### src/rtl/sign_conv_pipe_if.sv
// Sample stream bundle for the signed-value conditioner.
// Carries the input and output valid/ready handshakes.
interface sign_conv_pipe_if #(
  parameter int WIDTH = 16
);
  logic             in_valid;
  logic             in_ready;
  logic [WIDTH-1:0] in_data;
  logic [1:0]       in_mode;
  logic             out_valid;
  logic             out_ready;
  logic [WIDTH-1:0] out_data;
  logic             out_neg;
  logic             out_ovf;

  modport slave (
    input  in_valid,
    input  in_data,
    input  in_mode,
    input  out_ready,
    output in_ready,
    output out_valid,
    output out_data,
    output out_neg,
    output out_ovf
  );

  modport master (
    output in_valid,
    output in_data,
    output in_mode,
    output out_ready,
    input  in_ready,
    input  out_valid,
    input  out_data,
    input  out_neg,
    input  out_ovf
  );
endinterface

### src/rtl/sign_conv_pipe.sv
// Two-stage signed-value conditioner for the position datapath.
// Modes: pass, abs, negate, offset-binary to two's complement.
module sign_conv_pipe #(
  parameter int WIDTH = 16,
  parameter int SAT   = 1,
  parameter int CNT_W = 16
) (
  input  logic             clk,
  input  logic             rst,
  sign_conv_pipe_if.slave  bus,
  output logic [CNT_W-1:0] ovf_count
);

  typedef struct packed {
    logic [WIDTH-1:0] data;
    logic [1:0]       mode;
  } s1_t;

  typedef struct packed {
    logic [WIDTH-1:0] data;
    logic             neg;
    logic             ovf;
  } s2_t;

  localparam logic [WIDTH-1:0] MIN_V =
    {1'b1, {(WIDTH-1){1'b0}}};
  localparam logic [WIDTH-1:0] MAX_V = ~MIN_V;

  logic s1_valid;
  logic s2_valid;
  s1_t  s1_q;
  s2_t  s2_q;
  s2_t  calc;

  logic s1_ld;
  logic s2_ld;
  logic drain;

  logic m_pass;
  logic m_abs;
  logic m_neg;
  logic m_ofs;
  logic msb;
  logic is_min;
  logic [WIDTH-1:0] neg_x;

  assign drain    = s2_valid && bus.out_ready;
  assign s2_ld    = s1_valid && (!s2_valid || bus.out_ready);
  assign bus.in_ready =
    !s1_valid || !s2_valid || bus.out_ready;
  assign s1_ld    = bus.in_valid && bus.in_ready;

  assign bus.out_valid = s2_valid;
  assign bus.out_data  = s2_q.data;
  assign bus.out_neg   = s2_q.neg;
  assign bus.out_ovf   = s2_q.ovf;

  assign m_pass = (s1_q.mode == 2'd0);
  assign m_abs  = (s1_q.mode == 2'd1);
  assign m_neg  = (s1_q.mode == 2'd2);
  assign m_ofs  = (s1_q.mode == 2'd3);
  assign msb    = s1_q.data[WIDTH-1];
  assign is_min = (s1_q.data == MIN_V);
  assign neg_x  = ~s1_q.data + {{(WIDTH-1){1'b0}}, 1'b1};

  // Stage-2 result: only MIN cannot be negated in range
  always_comb begin
    calc.data = s1_q.data;
    calc.neg  = msb;
    calc.ovf  = 1'b0;
    unique case (1'b1)
      m_pass: begin
        calc.data = s1_q.data;
      end
      m_abs: begin
        calc.data = msb ? neg_x : s1_q.data;
        calc.ovf  = is_min;
      end
      m_neg: begin
        calc.data = neg_x;
        calc.ovf  = is_min;
      end
      m_ofs: begin
        calc.data = {~msb, s1_q.data[WIDTH-2:0]};
        calc.neg  = ~msb;
      end
      default: begin
        calc.data = s1_q.data;
      end
    endcase
    if (calc.ovf && (SAT != 0)) begin
      calc.data = MAX_V;
    end
  end

  // Stage 1: capture sample and mode, release on advance
  always_ff @(posedge clk) begin
    if (rst) begin
      s1_valid <= 1'b0;
      s1_q     <= '0;
    end else if (s1_ld) begin
      s1_valid <= 1'b1;
      s1_q     <= '{data: bus.in_data,
                    mode: bus.in_mode};
    end else if (s2_ld) begin
      s1_valid <= 1'b0;
    end
  end

  // Stage 2: registered result, held while stalled
  always_ff @(posedge clk) begin
    if (rst) begin
      s2_valid <= 1'b0;
      s2_q     <= '0;
    end else if (s2_ld) begin
      s2_valid <= 1'b1;
      s2_q     <= calc;
    end else if (bus.out_ready) begin
      s2_valid <= 1'b0;
    end
  end

  // Overflow events delivered downstream, sticky at all-ones
  always_ff @(posedge clk) begin
    if (rst) begin
      ovf_count <= '0;
    end else if (drain && s2_q.ovf &&
                 (ovf_count != {CNT_W{1'b1}})) begin
      ovf_count <= ovf_count + CNT_W'(1);
    end
  end

endmodule
### src/flat_wrapper.sv
// flat-port wrapper written by rule: the top's interface ports become plain ports
module sign_conv_pipe_flat 
#(
  parameter int WIDTH = 16,
  parameter int SAT   = 1,
  parameter int CNT_W = 16
)
  (clk, rst, ovf_count, bus_in_valid, bus_in_data, bus_in_mode, bus_out_ready, bus_in_ready, bus_out_valid, bus_out_data, bus_out_neg, bus_out_ovf);
  sign_conv_pipe_if #(.WIDTH(WIDTH)) bus_i ();
  input  logic clk;
  input  logic rst;
  output logic [CNT_W-1:0] ovf_count;
  input wire logic [$bits(bus_i.in_valid)-1:0] bus_in_valid;
  input wire logic [$bits(bus_i.in_data)-1:0] bus_in_data;
  input wire logic [$bits(bus_i.in_mode)-1:0] bus_in_mode;
  input wire logic [$bits(bus_i.out_ready)-1:0] bus_out_ready;
  output wire logic [$bits(bus_i.in_ready)-1:0] bus_in_ready;
  output wire logic [$bits(bus_i.out_valid)-1:0] bus_out_valid;
  output wire logic [$bits(bus_i.out_data)-1:0] bus_out_data;
  output wire logic [$bits(bus_i.out_neg)-1:0] bus_out_neg;
  output wire logic [$bits(bus_i.out_ovf)-1:0] bus_out_ovf;
  assign bus_i.in_valid = bus_in_valid;
  assign bus_i.in_data = bus_in_data;
  assign bus_i.in_mode = bus_in_mode;
  assign bus_i.out_ready = bus_out_ready;
  assign bus_in_ready = bus_i.in_ready;
  assign bus_out_valid = bus_i.out_valid;
  assign bus_out_data = bus_i.out_data;
  assign bus_out_neg = bus_i.out_neg;
  assign bus_out_ovf = bus_i.out_ovf;
  sign_conv_pipe #(.WIDTH(WIDTH), .SAT(SAT), .CNT_W(CNT_W)) u_core (.clk(clk), .rst(rst), .bus(bus_i), .ovf_count(ovf_count));
endmodule
### config.mk
export PLATFORM = sky130hd
export DESIGN_NAME = sign_conv_pipe_flat
export DESIGN_NICKNAME = d
export VERILOG_FILES = /design/src/rtl/sign_conv_pipe_if.sv /design/src/rtl/sign_conv_pipe.sv /design/src/flat_wrapper.sv
export SDC_FILE = /design/constraint.sdc
export NUM_CORES = 1
export LEC_CHECK = 0
export CAP_MARGIN = 25
export CORE_ASPECT_RATIO = 1.4
export CORE_UTILIZATION = 25
export DETAILED_ROUTE_END_ITERATION = 10
export PLACE_DENSITY = 0.41
export SLEW_MARGIN = 20
export SYNTH_ARGS = -nofsm -noshare
export SYNTH_HDL_FRONTEND = slang
export SYNTH_SLANG_ARGS = --single-unit
### constraint.sdc
create_clock -name clk -period 5.2 [get_ports clk]
set_input_delay 1.3 -clock clk [delete_from_list [all_inputs] [get_ports clk]]
set_output_delay 1.3 -clock clk [all_outputs]
set_load 0.03 [all_outputs]
==> impl_metrics.sql <==
INSERT INTO impl_metrics (metric_group, metric, value, unit) VALUES
('run_status', 'outcome', 'completed', ''),
('logic_synthesis', 'synthDistinctLibCells', '55', ''),
('die', 'start_util', '25.5', '%'),
('timing', 'tns', '0', 'ns'),
('grt', 'grt_pass1_wl', '12.8', 'mm'),
('cells_and_area', 'sequential_cell_area', '1080', 'um^2'),
('logic_synthesis', 'post_synth_fa_ha_maj_area_fraction', '3.48', '%'),
('die', 'core-area', '11300', 'um^2'),
('logic_synthesis', 'post_synth_most_frequent_cells', '54 x dfxtp_1, 47 x nand2_1, 33 x a21oi_1, 28 x nor2_1, 18 x o21ai_0', ''),
('placement', 'placement.io_buffers', '57', ''),
('die', 'placement_rows', '46', ''),
('logic_synthesis', 'synth_seq_area_share', '37.5', '%'),
('clock_tree', 'cts_tree', 'done', ''),
('logic_synthesis', 'synth_top_cell_by_area', 'dfxtp_1', ''),
('setup_path', 'timing.rr.start', 'u_core.s1_q[2]', ''),
('logic_synthesis', 'synth_ff_type', 'dfxtp_1', ''),
('pwr', 'leakagePower', '1.23', 'nW'),
('cells_and_area', 'n_fill_cell', '1251', ''),
('timing', 'timing.final.max_slew_violations', '0', ''),
('setup_path', 'arrival_time_of_data_at_the_critical_path_endpoint', '2.75', 'ns'),
('pwr', 'p_total', '954', 'uW'),
('die', 'top_level_ports', '58', ''),
('timing', 'setup_violations', '0', ''),
('logic_synthesis', 'synth.area.mux_share', '1.83', '%'),
('routing', 'drc_errors', '0', ''),
('logic_synthesis', 'synthArstFlopShare', '0', '%'),
('cells_and_area', 'antennaDiodeCount', '0', ''),
('clock_tree', 'post_cts_resize_count', '0', ''),
('grt', 'antenna_found_initial', '0', ''),
('logic_synthesis', 'synth_simple_gate_area_share', '31.0', '%'),
('die', 'die-height', '129', 'um'),
('cells_and_area', 'drive_above_1_share', '8.23', '%'),
('timing', 'finalHoldViolCount', '0', ''),
('timing', 'max-slew-margin-rel', '34.6', '%'),
('grt', 'grt_start_max_net_pins', '54', ''),
('logic_synthesis', 'ys_seq_elements', '54', ''),
('grt', 'first_global_vias', '2531', ''),
('min_path', 'hold-path-cell-count', '2', ''),
('logic_synthesis', 'synth-edff-count', '0', ''),
('clock_tree', 'tritoncts.num_buffers', '5', ''),
('die', 'design.die.area', '12000', 'um^2'),
('routing', 'dr.pass1.iters', '4', ''),
('clock_tree', 'clock_sinks', '54', ''),
('timing', 'transition_at_the_pin_with_the_smallest_max_transition_slack', '0.980', 'ns'),
('clock_tree', 'clk_pin_slew_worst_paths', '0.06', 'ns'),
('cells_and_area', 'nNetsFinal', '430', ''),
('logic_synthesis', 'syn_inst', '352', ''),
('die', 'die_x', '92.7', 'um'),
('clock_tree', 'clk_path_buf_depth', '2', ''),
('timing', 'max_clock_freq', '247', 'MHz'),
('clock_tree', 'hold_buffer_count_at_cts', '0', ''),
('setup_path', 'timing.critical_path.to_type', 'output port', ''),
('logic_synthesis', 'most_area_consuming_cells_after_synthesis', 'dfxtp_1 38%, nand2_1 6.1%, a21oi_1 5.7%', ''),
('timing', 'rsz0062_at_grt', 'no', ''),
('setup_path', 'critical_path.startpoint', 'bus_out_ready', ''),
('min_path', 'hold_class', 'reg2reg', ''),
('flow_run', 'maxCapViolations', '0', ''),
('setup_path', 'timing.critical_path.required', '3.90', 'ns'),
('logic_synthesis', 'combinational_family_with_the_most_area_after_synthesis', 'simple AND/OR/NAND/NOR gates', ''),
('timing', 'final_min_period_over_clock_period', '77.8', '%'),
('pwr', 'cellPowerDensity', '257', 'nW/um^2'),
('clock_tree', 'cts.repair_timing.setup_buffer_count', '0', ''),
('clock_tree', 'cts.htree.levels', '2', ''),
('setup_path', 'worst-r2r-cell-count', '8', ''),
('logic_synthesis', 'synthMostInstantiatedCell', 'dfxtp_1', ''),
('pwr', 'max-vdd-ir-drop', '0.113', 'mV'),
('logic_synthesis', 'synth_xor_area_share', '0', '%'),
('logic_synthesis', 'syn_area', '2880', 'um^2'),
('logic_synthesis', 'area_fraction_in_compound_gates_after_synthesis', '21.4', '%'),
('placement', 'global_placer_s_final_weighted_congestion', '0.806', ''),
('setup_path', 'crit_type', 'in2out', '');
## worst paths after layout
path	slack (ns)	end
min reg2reg	0.46	u_core.bus.out_data[15]
max	1.15	bus_in_ready
max reg2reg	2.48	u_core.bus.out_data[15]
min	0.46	u_core.bus.out_data[15]
## report_power, final
part           total [mW]  switching (mW)  internal (mW)  leakage, nW
combinational       0.163          0.0946         0.0687        0.714
clock               0.338           0.147          0.191       0.0739
sequential          0.452          0.0204          0.432        0.442
total               0.954           0.262          0.692         1.23
## flip-flops by register name (all words and copies together) (netlist names)
| register | flops |
|---|---|
| u_core.s1_q | 17 |
| u_core.bus.out_data | 16 |
| u_core.ovf_count | 16 |
| u_core.bus.out_neg | 1 |
| u_core.bus.out_ovf | 1 |
| u_core.bus.out_valid | 1 |
| u_core.msb | 1 |
| u_core.s1_valid | 1 |
## stage by stage
stage          area [um^2]  utilization (%)  hold WS, ns  setup slack [ns]  instances
2_1_floorplan         2880                -        0.465              2.25        352
3_3_place_gp          3560             31.5        0.451              1.19        537
3_5_place_dp          3560             31.6        0.451              1.17        537
4_1_cts               3710             32.9        0.460              1.16        545
5_1_grt               3710             32.9        0.501              1.11        545
6_report              3710             32.9        0.456              1.15        545
## cells in the final DEF (no fill, tap or decap), drive strengths merged, types with 2 or more instances in the layout
master	count
a211oi	7
a21oi	33
a311oi	8
a31oi	2
and3	2
and4	2
buf	4
clkbuf	7
clkdlybuf4s50	56
dfxtp	54
ha	8
inv	13
mux2	2
mux2i	3
nand2	48
nand2b	3
nand3	8
nand3b	5
nand4	6
nor2	29
nor2b	5
nor3	12
nor4	13
o21ai	19
o22ai	2
o311ai	3
o31ai	7
o41ai	4
or2	3
or3	10
or4	12
## per-layer routing
metal,part of all wire (%),vias up,global-route usage [%]
met5,0,-,0
met3,3.1,5,2.36
li1,-,1393,-
met4,0.91,0,4.25
met2,52,56,25.1
met1,44,1253,15.5
## kinds of logic (layout without fill, tap and decap cells)
logic type / Yosys count / in the layout
AND/OR/NAND/NOR: 162 / 162
adder cells (fa/ha/maj): 8 / 8
flip-flops: 54 / 54
AO/OA/AOI/OAI: 91 / 91
multiplexers: 5 / 5
buffers and inverters: 32 / 81
## area by class of cell
type                    instances  share of cell area [%]
multi-input cells             266                    44.8
flip-flops and latches         54                    29.1
repair buffers                 60                    15.9
well taps                     144                    4.86
clock buffers                   7                    3.85
inverters                      13                    1.32
clock inverters                 1                   0.135
## critical path: stages
cell and delay [ns]:
clkdlybuf4s50_1 0.57, nand3b_1 0.18, clkdlybuf4s50_1 0.69
Note: power is estimated with default switching activity, not from simulation.
